==> config.mk <==
export PLATFORM = sky130hd
export DESIGN_NAME = key_recorder
export DESIGN_NICKNAME = d
export VERILOG_FILES = /design/src/rtl/recorder_pkg.sv /design/src/rtl/key_recorder_tick_gen.sv /design/src/rtl/key_recorder.sv
export SDC_FILE = /design/constraint.sdc
export NUM_CORES = 1
export LEC_CHECK = 0
export CAP_MARGIN = 20
export CELL_PAD_IN_SITES_DETAIL_PLACEMENT = 0
export CELL_PAD_IN_SITES_GLOBAL_PLACEMENT = 2
export CORE_MARGIN = 5
export CORE_UTILIZATION = 52
export DETAILED_ROUTE_END_ITERATION = 10
export HOLD_SLACK_MARGIN = 0.15
export PLACE_DENSITY_LB_ADDON = 0.25
export SLEW_MARGIN = 30
export SYNTH_ARGS = -nofsm -noshare
export SYNTH_HDL_FRONTEND = slang
export SYNTH_SLANG_ARGS = --single-unit
==> constraint.sdc <==
create_clock -name clk -period 11.56 [get_ports clk]
set_clock_uncertainty 0.05 [all_clocks]
set_input_delay 2.89 -clock clk [delete_from_list [all_inputs] [get_ports clk]]
set_output_delay 2.89 -clock clk [all_outputs]
set_load 0.02 [all_outputs]
==> src/rtl/recorder_pkg.sv <==
// Shared definitions for the key recorder: FSM state encodings, note/pitch
// field widths, the rest code, entry width helper and the key encoder.
package recorder_pkg;

  typedef enum logic [1:0] {
    ST_IDLE   = 2'b00,
    ST_RECORD = 2'b01,
    ST_PLAY   = 2'b10
  } state_t;

  localparam int NOTE_W  = 3;
  localparam int PITCH_W = 2;

  localparam logic [NOTE_W-1:0] NOTE_REST = '0;

  // Stored entry is {note, pitch, duration}
  function automatic int entry_width(input int dur_w);
    return NOTE_W + PITCH_W + dur_w;
  endfunction

  // Lowest pressed key wins; no key pressed encodes as a rest
  function automatic logic [NOTE_W-1:0] encode_note(input logic [6:0] keys);
    logic [NOTE_W-1:0] code;
    code = NOTE_REST;
    for (int i = 6; i >= 0; i--) begin
      if (keys[i]) code = NOTE_W'(i + 1);
    end
    return code;
  endfunction

endpackage

==> src/rtl/key_recorder_tick_gen.sv <==
// Duration prescaler: one-cycle tick every TICK_DIV clocks, restartable
// through clr so the first tick after clr lands exactly TICK_DIV clocks later.
module tick_gen #(
  parameter int TICK_DIV = 1_000_000
) (
  input  logic clk,
  input  logic rst_n,
  input  logic clr,
  output logic tick
);

  localparam int CW = (TICK_DIV > 1) ? $clog2(TICK_DIV) : 1;
  localparam logic [CW-1:0] LAST = CW'(TICK_DIV - 1);

  logic [CW-1:0] cnt;

  // Free-running modulo-TICK_DIV counter, cleared on request
  always_ff @(posedge clk or negedge rst_n) begin
    if (!rst_n) cnt <= '0;
    else if (clr || cnt == LAST) cnt <= '0;
    else cnt <= cnt + 1'b1;
  end

  assign tick = (cnt == LAST);

endmodule

==> src/rtl/key_recorder.sv <==
// Key recorder: samples piano keys into {note,pitch,duration} entries while
// recording and replays them at the recorded tempo.
// Optional build macro KEY_RECORDER_LOOP_EN: playback wraps to entry 0
// after the last entry instead of returning to IDLE.
module key_recorder
  import recorder_pkg::*;
#(
  parameter int TICK_DIV = 1_000_000,
  parameter int DEPTH    = 64,
  parameter int DUR_W    = 8
) (
  input  logic                     clk,
  input  logic                     rst_n,
  input  logic [6:0]               key,
  input  logic [1:0]               pitch,
  input  logic                     rec_start,
  input  logic                     play_start,
  input  logic                     stop,
  output logic [2:0]               note_out,
  output logic [1:0]               pitch_out,
  output logic                     note_valid,
  output logic [1:0]               state,
  output logic [$clog2(DEPTH):0]   count,
  output logic                     full
);

  localparam int CNT_W = $clog2(DEPTH) + 1;
  localparam int IDX_W = (DEPTH > 1) ? $clog2(DEPTH) : 1;
  localparam int ENT_W = entry_width(DUR_W);
  localparam logic [CNT_W-1:0] DEPTH_C = CNT_W'(DEPTH);
  localparam logic [CNT_W-1:0] LAST_C  = CNT_W'(DEPTH - 1);
  localparam logic [DUR_W-1:0] DUR_MAX = {DUR_W{1'b1}};

`ifdef KEY_RECORDER_LOOP_EN
  localparam bit LOOP_EN = 1'b1;
`else
  localparam bit LOOP_EN = 1'b0;
`endif

  logic [6:0]         key_p0, key_p1;
  logic [1:0]         pitch_p0, pitch_p1;
  logic [NOTE_W-1:0]  note_s;
  state_t             st;
  logic [DUR_W-1:0]   dur;
  logic [NOTE_W-1:0]  cur_note;
  logic [1:0]         cur_pitch;
  logic [IDX_W-1:0]   play_idx, idx_nx, idx_ld;
  logic [DUR_W-1:0]   play_ticks, play_dur;
  logic [ENT_W-1:0]   mem [DEPTH];
  logic [ENT_W-1:0]   ent_ld, wr_data;
  logic               tick, clr, pair_chg;
  logic               wr_stop, wr_chg, wr_sat, wr_en, rec_fill;
  logic               rec_go, rec_end, play_go, play_end, adv, last;

  // Two-flop synchronizer for the asynchronous key/pitch levels
  always_ff @(posedge clk) begin
    key_p0   <= key;
    pitch_p0 <= pitch;
    key_p1   <= key_p0;
    pitch_p1 <= pitch_p0;
  end

  assign note_s   = encode_note(key_p1);
  assign pair_chg = {note_s, pitch_p1} != {cur_note, cur_pitch};

  // Record-side writes: stop flush beats a change write; saturation only
  // applies while the pair is unchanged
  assign wr_stop  = (st == ST_RECORD) && stop && (dur != '0) && !full;
  assign wr_chg   = (st == ST_RECORD) && !stop && pair_chg && (dur != '0);
  assign wr_sat   = (st == ST_RECORD) && !stop && !pair_chg && tick &&
                    (dur == DUR_MAX - 1'b1);
  assign wr_en    = wr_stop || wr_chg || wr_sat;
  assign wr_data  = {cur_note, cur_pitch, wr_sat ? DUR_MAX : dur};
  assign rec_fill = wr_en && (count == LAST_C);

  // Playback sequencing
  assign play_dur = mem[play_idx][DUR_W-1:0];
  assign adv      = (st == ST_PLAY) && tick && (play_ticks == play_dur - 1'b1);
  assign last     = (CNT_W'(play_idx) + 1'b1) == count;
  assign idx_nx   = last ? '0 : play_idx + 1'b1;

  // State-entry events; the prescaler restarts on each of them
  assign rec_go   = (st == ST_IDLE) && rec_start;
  assign play_go  = play_start &&
                    (((st == ST_IDLE) && !rec_start && (count != '0)) ||
                     ((st == ST_PLAY) && !stop));
  assign rec_end  = (st == ST_RECORD) && (stop || rec_fill);
  assign play_end = (st == ST_PLAY) &&
                    (stop || (!play_start && adv && last && !LOOP_EN));
  assign clr      = rec_go || play_go || rec_end || play_end;

  assign idx_ld   = play_go ? '0 : idx_nx;
  assign ent_ld   = mem[idx_ld];

  tick_gen #(
    .TICK_DIV (TICK_DIV)
  ) u_tick (
    .clk   (clk),
    .rst_n (rst_n),
    .clr   (clr),
    .tick  (tick)
  );

  // Entry storage, written at index count
  always_ff @(posedge clk) begin
    if (wr_en) mem[count[IDX_W-1:0]] <= wr_data;
  end

  // Pair tracking while recording (data only, no reset)
  always_ff @(posedge clk) begin
    if (rec_go || ((st == ST_RECORD) && pair_chg)) begin
      cur_note  <= note_s;
      cur_pitch <= pitch_p1;
    end
  end

  // Main FSM with registered playback outputs
  always_ff @(posedge clk or negedge rst_n) begin
    if (!rst_n) begin
      st         <= ST_IDLE;
      count      <= '0;
      dur        <= '0;
      play_idx   <= '0;
      play_ticks <= '0;
      note_out   <= NOTE_REST;
      pitch_out  <= '0;
      note_valid <= 1'b0;
    end else begin
      case (st)
        ST_IDLE: begin
          if (rec_go) begin
            st    <= ST_RECORD;
            count <= '0;
            dur   <= '0;
          end else if (play_go) begin
            st         <= ST_PLAY;
            play_idx   <= '0;
            play_ticks <= '0;
            note_out   <= ent_ld[ENT_W-1 -: NOTE_W];
            pitch_out  <= ent_ld[DUR_W +: PITCH_W];
            note_valid <= 1'b1;
          end
        end
        ST_RECORD: begin
          if (wr_en) count <= count + 1'b1;
          if (stop || rec_fill) begin
            st  <= ST_IDLE;
            dur <= '0;
          end else if (pair_chg) begin
            dur <= (dur == '0 && tick) ? DUR_W'(1) : '0;
          end else if (tick) begin
            dur <= wr_sat ? '0 : dur + 1'b1;
          end
        end
        ST_PLAY: begin
          if (play_end) begin
            st         <= ST_IDLE;
            note_out   <= NOTE_REST;
            pitch_out  <= '0;
            note_valid <= 1'b0;
          end else if (play_go || adv) begin
            play_idx   <= idx_ld;
            play_ticks <= '0;
            note_out   <= ent_ld[ENT_W-1 -: NOTE_W];
            pitch_out  <= ent_ld[DUR_W +: PITCH_W];
            note_valid <= 1'b1;
          end else if (tick) begin
            play_ticks <= play_ticks + 1'b1;
          end
        end
        default: st <= ST_IDLE;
      endcase
    end
  end

  assign state = st;
  assign full  = (count == DEPTH_C);

endmodule
==> results.json <==
{
  "synthSimpleGateAreaFrac_pct": 6.60,
  "max-cap-violations": 0,
  "rsz0062_at_grt": "false",
  "grt_pass1_vias": 21100,
  "power_mw": 8.02,
  "diodes": 0,
  "critical_path_required_ps": 12100,
  "synth_top_cell_by_area": "edfxtp_1",
  "yosysMostFrequentCell": "edfxtp_1",
  "fin_cells": 3334,
  "reg2reg_to": "u_tick.cnt[2]",
  "ant_nets": 0,
  "min_from": "key_p0[5]",
  "whs_endpoint": "key_p1[5]",
  "grtUsageTotal_pct": 25.4,
  "cts_made_buffers": 92,
  "top_layer_used": "met5",
  "wl_per_cell_um": 29.3,
  "grt_max_degree": 116,
  "synth.area.mux_share_pct": 10.7,
  "outcome": "finished clean",
  "synth.ff_latch_count": 912,
  "finalMaxSlewViolations": 0,
  "maxClockFrequency_mhz": 157,
  "synth_xor_area_share_pct": 1.20,
  "fillers": 5277,
  "p_sw_share_pct": 27.1,
  "dp.cells": 3163,
  "synth_top_family_by_area": "multiplexers",
  "vdd_ir_drop_max_mv": 0.152,
  "holdPathStages": 0,
  "clockBufferDepth": 3,
  "fin_nets": 2342,
  "cp.arrival_ps": 6890,
  "hold_buffers": 0,
  "drc": 0,
  "r2r_slack_ps": 5230,
  "setup.worst_path.start_class": "primary input",
  "cpMostUsedCell": "a211oi_1",
  "synthesis.area_mm2": 0.0371,
  "p_leak_nw": 13.9,
  "p_int_mw": 5.85,
  "setup_viol": 0,
  "die_area_mm2": 0.0767,
  "ys_warn_count": 0,
  "clock_latency_ps": 650,
  "ys_seq_area_share_pct": 72.7,
  "crit_family": "compound AO/OA/AOI/OAI gates",
  "synthAdderAreaFrac_pct": 0.304,
  "regArea_mm2": 0.0269,
  "synth_cells": 2219,
  "pwr-share-comb_pct": 17.3,
  "dp_hpwl_um": 60700,
  "htree_levels": 3,
  "clk_pin_slew_worst_paths_ps": 60,
  "clockPowerShare_pct": 36.8,
  "pwr_density_cell_mw_per_mm2": 192,
  "synth_cell_types": 91,
  "syn_to_final_growth_pct": 12.9,
  "place_congestion": 0.934,
  "hold_viol_final": 0,
  "cp.buffers_inverters": 3,
  "ys.flop_type": "edfxtp_1",
  "die_x_um": 277,
  "dr_wl_met3_um": 7370,
  "cp-end-kind": "register",
  "vias": 20900,
  "initial_utilization_pct": 52.6,
  "via_per_inst": 6.26,
  "die_h_um": 277,
  "met2_length_um": 46300,
  "yosys-top-cells-area": "edfxtp_1, mux4_2, dfrtp_1, mux2i_1, nand2_1",
  "rr_startpoint": "play_idx[2]",
  "core_area_mm2": 0.0704,
  "core.rowCount": 97,
  "multiInputGateArea_mm2": 0.00950,
  "synth_top_area_share_pct": 67.8,
  "clock_sinks": 912,
  "holdWs_ps": 276,
  "final_layout_size_suffix_gt1_share_pct": 17.3,
  "antenna_found_initial": 2,
  "p_sw_mw": 2.17,
  "cts-resized-gates": 0,
  "first_pass_iters": 5,
  "grt_first_pass_wirelength_um": 144000,
  "postSynthAreaPerCell_um2": 16.7,
  "crit_slowest_cell": "nor2b_1",
  "cts-root-buf": "clkbuf_16",
  "max_slew.worst_pin.slew_ps": 936,
  "r2r_cells": 16,
  "synth_nets": 2242,
  "setup_tns_ps": 0,
  "netlist_top_cells_count": "edfxtp_1, nand2_1, nor2_1",
  "post-route-period-util_pct": 55.0,
  "finish.utilization_pct": 59.5,
  "drt-total-wl_um": 97800,
  "slowest_delay_ps": 730,
  "seqPwrFrac_pct": 45.9,
  "io_buffers": 29,
  "synth-compound-area-share_pct": 6.60,
  "path_class": "in2reg",
  "slew_headroom_pct": 37.5,
  "crit_chain": "clkdlybuf4s50_1 -> inv_1 -> nand2_1 -> a211oi_1 -> a31oi_1 -> buf_4 -> nor2b_1 -> nor3_1 -> a32o_1 -> a221oi_1 -> o221ai_1 -> a211oi_1 -> a22o_1",
  "grt-ovfl-total": 0,
  "postCtsSetupRepairBufs": 0,
  "synth-edff-count": 837,
  "async_flop_share_pct": 6.25,
  "layout_min_cycle_time_ps": 6360,
  "crit_fanout": 15,
  "io_pins": 30,
  "cts_tree": "yes",
  "hold_class": "reg2reg",
  "dr.first_iter.drc_count": 2104,
  "wl_met1_um": 40500
}
## final cells by class
| cell class | count | share of cell area, % |
|---|---|---|
| repair buffers | 133 | 2.69 |
| well taps | 940 | 2.81 |
| clock buffers | 117 | 5.73 |
| flip-flops and latches | 912 | 64.4 |
| inverters | 28 | 0.251 |
| clock inverters | 52 | 1.45 |
| multi-input cells | 1152 | 22.7 |
## worst reg2reg max path, delay by kind of cell, from the launching register on
family	cells	cell delay, ps
flip-flops	1	740
AND/OR/NAND/NOR	5	1480
AO/OA/AOI/OAI	7	2660
XOR/XNOR	1	130
adder cells (fa/ha/maj)	1	230
buffers and inverters	2	880
## flip-flops by register name, summed over array words and instances (netlist names), 3 cells and up
register    cells
count           7
cur_note        3
dur             8
key_p0          7
key_p1          7
mem           832
note_out        3
play_idx        6
play_ticks      8
u_tick.cnt     20
## per-layer routing
metal	vias to the layer above	track usage, %
met4	2	8.93
met1	10900	36.0
met3	160	4.75
met2	824	40.2
met5	-	0
li1	9036	-
## through the flow
step	area [um2]	setup slack, ps
finish	41800	5200
global route	41800	4740
floorplan	37100	5460
global placement	38800	4590
CTS	41800	5050
detailed placement	38800	4650
## cells by family after synthesis
| family | count (synthesis) |
|---|---|
| xor+xnor | 46 |
| fa+ha+maj | 9 |
| simple gates | 519 |
| buf+inv | 155 |
| mux | 256 |
| flops | 912 |
| compound gates | 322 |
## power groups by stage
stage,combinational (mW),clock [mW],sequential [mW]
2_1_floorplan,0.973,0,3.74
3_3_place_gp,1.36,0,3.76
3_5_place_dp,1.37,0,3.76
4_1_cts,1.38,3.00,3.69
5_1_grt,1.49,3.15,3.69
6_report,1.39,2.95,3.69
## cell usage in the layout (no fill, tap or decap), types with 29 or more instances in the layout
cell / count
edfxtp_1: 837
nand2_1: 150
mux2i_1: 125
nor2_1: 121
mux4_2: 103
buf_4: 99
clkbuf_16: 92
nand3_1: 91
dfrtp_1: 48
a21oi_1: 40
nor3_1: 37
a22oi_1: 31
a31oi_1: 30
o21ai_0: 29
## worst max-delay path by stage
stage | startpoint | to | cells after the start
floorplan | stop | mem[48][0] | 9
detailed placement | stop | note_out[0] | 13
finish | stop | note_out[0] | 13
global placement | stop | note_out[0] | 12
CTS | play_idx[0] | u_tick.cnt[2] | 15
global route | play_idx[0] | u_tick.cnt[2] | 15
Power figures use the tool's default switching activity.
